File: src/rtl/weight_mem_arb.sv
// Round-robin arbiter/sequencer for the shared weight-memory read port.
// Optional watchdog: define WARB_TIMEOUT_EN to enable the WAIT timeout and err flag.
module weight_mem_arb #(
  parameter int NUM_REQ = 3,
  parameter int ADDR_W  = 32,
  parameter int TIMEOUT = 1024
) (
  input  logic                      clk,
  input  logic                      rst,
  input  logic [NUM_REQ-1:0]        req,
  input  logic [NUM_REQ*ADDR_W-1:0] req_addr,
  output logic                      mem_rd_req,
  output logic [ADDR_W-1:0]         mem_rd_addr,
  input  logic                      mem_ready,
  input  logic [511:0]              mem_data,
  output logic [NUM_REQ-1:0]        grant,
  output logic [NUM_REQ-1:0]        rsp_valid,
  output logic [511:0]              rsp_data,
`ifdef WARB_TIMEOUT_EN
  output logic                      busy,
  output logic                      err
`else
  output logic                      busy
`endif
);

  localparam int PW = (NUM_REQ > 1) ? $clog2(NUM_REQ) : 1;

  typedef enum logic [1:0] {
    S_IDLE,
    S_ISSUE,
    S_WAIT,
    S_RESP
  } state_t;

  state_t              r_state;
  state_t              w_next;
  logic [PW-1:0]       r_ptr;
  logic [PW-1:0]       r_owner;
  logic [PW-1:0]       w_win;
  logic [PW-1:0]       w_owner_inc;
  logic                w_any;
  logic                w_timeout;
  logic [NUM_REQ-1:0]  r_grant;
  logic [NUM_REQ-1:0]  w_win_oh;
  logic [ADDR_W-1:0]   r_addr;
  logic [ADDR_W-1:0]   w_addr;
  logic [511:0]        r_data;

  // Lowest index below the pointer is the fallback; any set bit at or
  // above the pointer overrides it, giving a wrap-around scan.
  always_comb begin
    w_win  = r_ptr;
    w_addr = '0;
    w_any  = |req;
    for (int j = NUM_REQ - 1; j >= 0; j--) begin
      if (req[j] && (PW'(j) < r_ptr))
        w_win = PW'(j);
    end
    for (int j = NUM_REQ - 1; j >= 0; j--) begin
      if (req[j] && (PW'(j) >= r_ptr))
        w_win = PW'(j);
    end
    for (int j = 0; j < NUM_REQ; j++) begin
      if (PW'(j) == w_win)
        w_addr = req_addr[j*ADDR_W +: ADDR_W];
    end
  end

  assign w_win_oh    = NUM_REQ'(1) << w_win;
  assign w_owner_inc = (r_owner == PW'(NUM_REQ - 1)) ? '0
                                                      : r_owner + PW'(1);

`ifdef WARB_TIMEOUT_EN
  localparam int CW = (TIMEOUT > 2) ? $clog2(TIMEOUT) : 1;
  logic [CW-1:0] r_cnt;
  logic          r_err;

  assign w_timeout = (r_state == S_WAIT) && !mem_ready
                     && (r_cnt == CW'(TIMEOUT - 1));

  always_ff @(posedge clk or posedge rst) begin
    if (rst) begin
      r_cnt <= '0;
      r_err <= 1'b0;
    end else begin
      if (w_next == S_ISSUE)
        r_cnt <= '0;
      else if (r_state == S_WAIT)
        r_cnt <= r_cnt + CW'(1);
      if (w_timeout)
        r_err <= 1'b1;
    end
  end

  assign err = r_err;
`else
  assign w_timeout = 1'b0;
`endif

  always_ff @(posedge clk or posedge rst) begin
    if (rst)
      r_state <= S_IDLE;
    else
      r_state <= w_next;
  end

  always_comb begin
    w_next = r_state;
    unique case (r_state)
      S_IDLE:  if (w_any) w_next = S_ISSUE;
      S_ISSUE: w_next = S_WAIT;
      S_WAIT: begin
        if (mem_ready)
          w_next = S_RESP;
        else if (w_timeout)
          w_next = S_IDLE;
      end
      S_RESP:  w_next = S_IDLE;
      default: w_next = S_IDLE;
    endcase
  end

  always_ff @(posedge clk or posedge rst) begin
    if (rst) begin
      r_ptr   <= '0;
      r_owner <= '0;
      r_grant <= '0;
      r_addr  <= '0;
      r_data  <= '0;
    end else begin
      if ((r_state == S_IDLE) && w_any) begin
        r_grant <= w_win_oh;
        r_owner <= w_win;
        r_addr  <= w_addr;
      end
      if ((r_state == S_WAIT) && mem_ready)
        r_data <= mem_data;
      // Normal completion and watchdog abort both rotate past the owner.
      if ((r_state == S_RESP) || w_timeout) begin
        r_grant <= '0;
        r_ptr   <= w_owner_inc;
      end
    end
  end

  assign mem_rd_req  = (r_state == S_ISSUE);
  assign mem_rd_addr = r_addr;
  assign grant       = r_grant;
  assign rsp_valid   = (r_state == S_RESP) ? r_grant : '0;
  assign rsp_data    = r_data;
  assign busy        = (r_state != S_IDLE);

endmodule

File: config.mk
export PLATFORM = sky130hd
export DESIGN_NAME = weight_mem_arb
export DESIGN_NICKNAME = d
export VERILOG_FILES = /design/src/rtl/weight_mem_arb.sv
export SDC_FILE = /design/constraint.sdc
export NUM_CORES = 1
export LEC_CHECK = 0
export BUFFER_PORTS_ARGS = -buffer_cell sky130_fd_sc_hd__buf_2
export CAP_MARGIN = 20
export CORE_AREA = 2 2 457 459
export DETAILED_ROUTE_END_ITERATION = 6
export DIE_AREA = 0 0 459 461
export PLACE_DENSITY = 0.36
export SLEW_MARGIN = 40
export SYNTH_ARGS = -nofsm -noshare
export SYNTH_HDL_FRONTEND = slang
export SYNTH_SLANG_ARGS = --single-unit
export TNS_END_PERCENT = 20
File: constraint.sdc
create_clock -name clk -period 18.96 [get_ports clk]
set_input_delay 1.896 -clock clk [delete_from_list [all_inputs] [get_ports clk]]
set_output_delay 1.896 -clock clk [all_outputs]
set_load 0.03 [all_outputs]
Word-level counts from Yosys, hierarchy flattened:

Index checks and enable logic that the tools add are counted.

* magnitude comparators: 6
* shift-type cells: 1
* eq/ne operators: 8
* reductions and logical operators: 14
* $add $sub $neg: 1
* multiplexer cells: 16

Operator list (count)
* $mux 32: 3
* $mux 2: 9
* $mux 3: 3
* $logic_and 1x1->1: 8
* $pmux 2 s4: 1
* $eq 2x2->1 const B: 3
* $ge 1x2->1 const A: 2
* $logic_not 2->1: 2
* $lt 1x2->1 const A: 2
* $ne 2x2->1 const B: 2
* $reduce_bool 2->1: 2
* $reduce_or 3->1: 1
* $shl 1x2->3 const A: 1
* $add 2x1->2 const B: 1
* $eq 1x2->1 const A: 1
* $eq 2x1->1 const B: 1
* $eq 2x2->1 const A: 1
* $ge 2x2->1 const A: 1
* $lt 2x2->1 const A: 1
* $reduce_and 2->1: 1

* flip-flop bits (word level): 553
* input port bits: 614
* word-level logic and storage cells: 52
* output and inout port bits: 552

Depth between registers and ports, before layout:

Gate-level depths: netlist of run 1.

* word-level depth: 12
* depth in mapped cells: 7
* depth with buffers taken out: 6

Least setup slack after synthesis of run 1:

No wires, ideal clock.

* path type: input to register
* start point: in req[1]
* end point: reg r_addr[11] (netlist: mem_rd_addr[11])
* data required time: 18.826 ns
* arrival: 2.978 ns
* path buffers: 2
* library setup time: 0.134 ns
* slack: 15.848 ns
* stages on the path: 7
* path through: buf_6 > or2_1 > a211oi_2 > nor2_1 > buf_2 > o21ai_0 > o21ai_1

* cells in the longest elaborated chain, start to end: 10
* elaborated cells on any way between the ends: 15
* classes of those cells: 2 x eq/ne; 8 x mux; 5 x reduce/logical

Ends and longest elaborated chain
* from (decl): RTL line 10 `input logic [NUM_REQ-1:0] req,`
* $logic_and 1x1->1: RTL line 57 `if (req[j] && (PW'(j) < r_ptr))`
* $mux 2 (2 in series): RTL line 57
* $mux 2 (3 in series): RTL line 61 `if (req[j] && (PW'(j) >= r_ptr))`
* $logic_not 2->1: RTL line 65 `if (PW'(j) == w_win)`
* $mux 32 (3 in series): RTL line 65
* to (signal assigned): RTL line 135 `r_addr <= w_addr;`
* to (decl): RTL line 46 `logic [ADDR_W-1:0] r_addr;`

Several ways; a longest one is shown, not always the timed one.
A chain may end at the register's enable or synchronous reset.

Worst setup path after layout of run 1:

* start point: in mem_ready
* end point: reg r_data[91] (netlist: rsp_data[91])

* cells in the longest elaborated chain, start to end: 1

Ends and longest elaborated chain
* from (decl): RTL line 14 `input logic mem_ready,`
* $logic_and 1x1->1: RTL line 137 `if ((r_state == S_WAIT) && mem_ready)`
* to (signal assigned): RTL line 138 `r_data <= mem_data;`
* to (decl): RTL line 48 `logic [511:0] r_data;`

Every way passes these cells.

==> results of run 1 <==
-- power by group through the flow --
stage	clock (W)	sequential [W]	combinational, W
floorplan	0	0.00328	0.000884
global placement	0	0.00214	0.00334
detailed placement	0	0.00215	0.00335
CTS	0.00157	0.00214	0.00335
global route	0.00162	0.00221	0.00347
finish	0.00149	0.00213	0.00328
-- Yosys cell counts (2+ instances only) --
library cell | number | area (um^2)
dfrtp_1 | 553 | 13840
mux2_2 | 513 | 5777
buf_2 | 54 | 270.3
a21oi_1 | 37 | 185.2
nor2_1 | 36 | 135.1
nand2_1 | 25 | 93.84
a222oi_1 | 21 | 210.2
clkbuf_1 | 17 | 63.81
and2_1 | 15 | 93.84
o21ai_0 | 15 | 75.07
a2111oi_0 | 11 | 96.34
o21ai_1 | 8 | 40.04
inv_1 | 6 | 22.52
buf_6 | 4 | 45.04
ha_1 | 4 | 50.05
nand2b_1 | 3 | 18.77
nor3_1 | 3 | 15.01
a211oi_2 | 2 | 25.02
buf_1 | 2 | 7.510
nor2b_1 | 2 | 12.51
-- path summary, 6_finish.rpt --
check | startpoint | end | slack [ps] | depth (start not counted)
min in group asynchronous | rst | rsp_data[50]$_DFFE_PP0P_ | 1230 | 2
max in group asynchronous | rst | rsp_data[154]$_DFFE_PP0P_ | 14700 | 6
worst max register to register | r_state[0]$_DFFE_PP0P_ | rsp_data[91]$_DFFE_PP0P_ | 14740 | 8
worst min register to register | mem_rd_addr[20]$_DFFE_PP0P_ | mem_rd_addr[20]$_DFFE_PP0P_ | 480 | 2
worst min-delay path | mem_rd_addr[20]$_DFFE_PP0P_ | mem_rd_addr[20]$_DFFE_PP0P_ | 480 | 2
worst max-delay path | mem_ready | rsp_data[91]$_DFFE_PP0P_ | 14190 | 7
-- registers in the layout, indices dropped and copies added, names as in the netlist --
name         count
r_ptr            2
r_state          2
r_owner          2
mem_rd_addr     32
grant            3
rsp_data       512
-- routing by layer --
layer	part of all wire, %	track usage, %	up-vias
met4	3.1	3.188	30
met2	48	17.96	995
met3	11	5.310	241
met5	0.13	0	-
li1	-	-	7202
met1	38	11.96	8178
-- cell usage in the layout, fill, tap and decap left out, types with 6 or more instances in the layout --
master,netlist,final
clkinv_2,0,12
a21oi_1,37,37
buf_6,4,9
and2_1,15,15
buf_2,54,1165
diode_2,0,16
bufinv_16,0,6
clkbuf_1,17,9
dfrtp_1,553,553
nor2_1,36,33
clkbuf_8,0,16
o21ai_0,15,15
mux2_2,513,513
a222oi_1,21,21
clkbuf_16,0,78
clkinvlp_4,0,8
o21ai_1,8,8
buf_4,0,9
a2111oi_0,11,10
nand2_1,25,24
-- through the flow --
| stage | cells | power (W) | setup slack [ps] | hold slack [ps] |
|---|---|---|---|---|
| after detailed placement | 5151 | 0.005496 | 13600 | 470.7 |
| final | 5301 | 0.006902 | 14190 | 476.3 |
| after global placement | 5150 | 0.005480 | 13340 | 467.9 |
| after floorplan | 1340 | 0.004167 | 1602 | 458.3 |
| after CTS | 5284 | 0.007064 | 14350 | 483.2 |
| after global routing | 5291 | 0.007304 | 14090 | 505.8 |
-- final cells by class --
| cell class | count | area, um^2 |
|---|---|---|
| repair buffers | 1186 | 6062 |
| multi-input cells | 703 | 6943 |
| diodes | 16 | 40.04 |
| clock inverters | 30 | 357.8 |
| inverters | 6 | 30.03 |
| clock buffers | 103 | 2206 |
| flip-flops and latches | 553 | 13840 |
| fillers | 23130 | 173600 |
| well taps | 2704 | 3383 |
-- kinds of logic after synthesis --
kind of cell	share of synthesized area (%)
AO/OA/AOI/OAI	3.171
adder cells (fa/ha/maj)	0.2367
buffers and inverters	1.958
flip-flops	65.44
multiplexers	27.32
AND/OR/NAND/NOR	1.881
-- critical path, cell delays in order --
cell,delay [ps]
buf_2,130
nand2_4,440
buf_12,340
buf_16,360
buf_4,680
buf_6,630
mux2_2,400
==> flow_summary.json, run 1 <==
{
  "syn_to_final_growth_pct": 55.38,
  "syn-num-nets": 1958,
  "place_hpwl_um": 96730,
  "skew_ps": 37.46,
  "max_freq_ghz": 0.2098,
  "cts-resized-gates": 0,
  "fp.dieArea_um2": 211600,
  "coreArea_um2": 206400,
  "die_h_um": 461,
  "fin_util_pct": 15.92,
  "worstMarginPinSlew_ps": 814.1,
  "tns_ps": 0,
  "grt_max_degree": 133,
  "place_congestion": 0.8358,
  "cts_tree": "done",
  "grt_overflow_total": 0,
  "wl_per_cell_um": 22.29,
  "clkLatencyLatePin_ps": 680,
  "crit_fanout": 91,
  "max-vdd-ir-drop_mv": 0.1012,
  "worstSetupPathType": "primary input to register",
  "vias": 16650,
  "root_buffer": "clkbuf_16",
  "clk_pin_slew_ps": 50,
  "synth_area_per_cell_um2": 15.78,
  "min_period_ps": 4766,
  "antenna_left": 0,
  "power_frac_comb_pct": 47.5,
  "syn_area_um2": 21150,
  "final_nets": 3146,
  "drc_errors": 0,
  "ys.warnings.count": 0,
  "crit_path_start_kind": "primary input",
  "clkPwrFrac_pct": 21.6,
  "leakage_nw": 15.18,
  "finalCritPeriodShare_pct": 25.14,
  "fin_area_um2": 32860,
  "routed_via_density": 3.140,
  "max-slew-margin-rel_pct": 44.33,
  "drive_gt1_share_pct": 71.06,
  "antenna_found_initial": 90,
  "design.portCount": 1166,
  "rows": 167,
  "rsz0062_at_grt": "no",
  "post_cts_buffers": 0,
  "setup_viol": 0,
  "synth_edf_count": 0,
  "synth_flop_cell": "dfrtp_1",
  "hold_violations": 0,
  "start_util_pct": 10.24,
  "arrival_ps": 5300,
  "cts_made_buffers": 78,
  "cp-end-kind": "register",
  "p_per_area_nw_per_um2": 210.0,
  "drtIter0Drc": 741,
  "ys_types": 29,
  "seqPwrFrac_pct": 30.9,
  "cts.sinks": 553,
  "grt_pass1_wl_um": 155100,
  "clk_path_buf_depth": 3,
  "portBuffers": 1165,
  "required_ps": 19490,
  "ys_ff_latch": 553,
  "slew_viol_final": 0,
  "first_pass_iters": 6,
  "maxCapViolations": 0,
  "htree_levels": 3,
  "p_int_w": 0.003745,
  "wirelength_um": 118100,
  "grt_pass1_vias": 17300,
  "hp-class": "register to register",
  "postPlaceCellArea_um2": 30220,
  "net-switching-power_w": 0.003157,
  "die_w_um": 459,
  "outcome": "finished, final reports clean",
  "sw_frac_of_total_pct": 45.74,
  "synthArstFlopShare_pct": 100.0,
  "grt.total_usage_pct": 10.75,
  "cts-hold-fix-buffers": 0,
  "yosysSeqAreaShare_pct": 65.44,
  "netlist_instances": 1340
}
Note: power is estimated with default switching activity, not from simulation.
==> inputs of run 2 (changes only) <==
==> constraint.sdc (replaced) <==
create_clock -name clk -period 4.9 [get_ports clk]
set_input_delay 0.49 -clock clk [delete_from_list [all_inputs] [get_ports clk]]
set_output_delay 0.49 -clock clk [all_outputs]
set_load 0.03 [all_outputs]
==> run 2 against run 1 <==
Net effect:
- total power increased to 4.0 times the previous value
- global-route usage increased by 0.56 points
- final area increased by 15%
- critical endpoint is now rsp_valid[2]
- largest power group unchanged
==> flow_summary.json, run 2 (synthesized netlist as in run 1, its figures left out) <==
{
  "tns_ps": 0,
  "timing.reg2reg.setup_slack_ps": 2570,
  "fin_area_um2": 37770,
  "critical_path.max_stage_delay_ps": 450,
  "first_pass_iters": 5,
  "cp_slowest_cell": "ha_1",
  "rsz0062_at_grt": "no",
  "start_util_pct": 10.24,
  "crit_path_start_kind": "register",
  "syn_to_final_growth_pct": 78.60,
  "fp.dieArea_um2": 211600,
  "rows": 167,
  "grt_overflow_total": 0,
  "whs_ps": 81.08,
  "clk_pin_slew_ps": 60,
  "cp_cell_sequence": "ha_1 > and2_1 > buf_2",
  "worstMarginPinSlew_ps": 737.2,
  "slew_viol_final": 0,
  "clkLatencyLatePin_ps": 700,
  "die_w_um": 459,
  "drive_gt1_share_pct": 60.39,
  "post_cts_buffers": 0,
  "cts.sinks": 553,
  "min_period_ps": 2512,
  "hold_path_startpoint": "mem_data[501]",
  "grt_pass1_vias": 19920,
  "max-slew-margin-rel_pct": 50.47,
  "max_freq_ghz": 0.3980,
  "clk_path_buf_depth": 3,
  "timing.rr.start": "r_state[0]$_DFFE_PP0P_",
  "worstSetupPathType": "register to output pin",
  "finalPower_w": 0.02752,
  "portBuffers": 1165,
  "coreArea_um2": 206400,
  "finalCritPeriodShare_pct": 51.27,
  "cts_tree": "done",
  "wirelength_um": 124100,
  "leakage_nw": 17.26,
  "place_congestion": 0.8160,
  "cts-hold-fix-buffers": 458,
  "antenna_found_initial": 40,
  "nFillCells": 22850,
  "max-vdd-ir-drop_mv": 0.3798,
  "cts-resized-gates": 0,
  "fin_util_pct": 18.30,
  "grt_pass1_wl_um": 165700,
  "design.portCount": 1166,
  "grt.total_usage_pct": 11.31,
  "vias": 18210,
  "routed_via_density": 3.151,
  "final_nets": 3622,
  "setup_viol": 0,
  "mostFrequentLayoutCell": "buf_2",
  "place_hpwl_um": 102200,
  "outcome": "finished, final reports clean",
  "antenna_left": 0,
  "cp-end-kind": "output pin",
  "p_per_area_nw_per_um2": 728.7,
  "r2r-end": "rsp_data[363]$_DFFE_PP0P_",
  "hp-class": "primary input to register",
  "wl_per_cell_um": 21.48,
  "min_path_cells": 2,
  "maxCapViolations": 0,
  "hold_violations": 0,
  "largest_reg_flops": 512,
  "postPlaceCellArea_um2": 30500,
  "r2r.worst_path.cells": 5,
  "crit_fanout": 9,
  "arrival_ps": 2020,
  "die_h_um": 461,
  "drtIter0Drc": 739,
  "grt_max_degree": 107,
  "most-common-layout-cells": "buf_2 (1,165), dfrtp_1 (553), mux2_2 (513)",
  "root_buffer": "clkbuf_16",
  "htree_levels": 3,
  "skew_ps": 31.94,
  "required_ps": 4410,
  "drc_errors": 0,
  "cts_made_buffers": 76,
  "min_to": "rsp_data[501]$_DFFE_PP0P_"
}
[run 2: changes by cell type in the layout (fill, tap and decap cells not counted), sizes merged]
cell         change
clkinv           +2
bufinv           +4
diode            -4
buf             +20
clkinvlp         -4
dlygate4sd3    +458
clkbuf           +1
[run 2: power breakdown]
group	internal, W	switching, W	total [W]
clock	0.00360	0.00239	0.00599
combinational	0.00437	0.00893	0.0133
sequential	0.00693	0.00130	0.00823
total	0.0149	0.0126	0.0275
[run 2: worst max path at each step]
stage	cells after the start	end	start	slack, ps
3_5_place_dp	6	mem_rd_addr[11]$_DFFE_PP0P_	req[1]	2320
5_1_grt	3	rsp_valid[1]	r_state[0]$_DFFE_PP0P_	2170
6_report	3	rsp_valid[2]	r_state[0]$_DFFE_PP0P_	2390
3_3_place_gp	6	mem_rd_addr[23]$_DFFE_PP0P_	req[1]	2280
2_1_floorplan	1	grant[0]$_DFFE_PP0P_	rst	-3120
4_1_cts	3	rsp_valid[1]	r_state[0]$_DFFE_PP0P_	2160
[run 2: layer usage]
layer | up-vias | track usage, % | part of all wire (%) | wire length [um]
met3 | 172 | 6.076 | 12 | 15090
met2 | 925 | 18.35 | 46 | 57210
met4 | 6 | 3.578 | 3.2 | 3967
met5 | - | 0 | 0.034 | 42
li1 | 8138 | - | - | -
met1 | 8968 | 12.65 | 39 | 47790
[run 2: area by class of cell]
cell class | count | area, um^2 | share of cell area, %
Antenna cell | 12 | 30.03 | 0.07950
Clock buffer | 104 | 2138 | 5.661
Clock inverter | 32 | 503.0 | 1.332
Inverter | 6 | 26.28 | 0.06957
Multi-Input combinational cell | 703 | 6945 | 18.39
Sequential cell | 553 | 13840 | 36.64
Tap cell | 2704 | 3383 | 8.957
Timing Repair Buffer | 1664 | 10910 | 28.87
[run 2: per-stage QoR]
step | std cells | worst slack [ps]
finish | 5778 | 2388
global route | 5773 | 2173
CTS | 5766 | 2165
detailed placement | 5172 | 2315
global placement | 5168 | 2277
floorplan | 1340 | -3116
[run 2: critical path, delay by kind of cell, from the launching register on]
family | cells | cell delay, ps
DFF | 1 | 400
adders and majority gates | 1 | 450
and+or+nand+nor | 1 | 280
buffers and inverters | 1 | 230
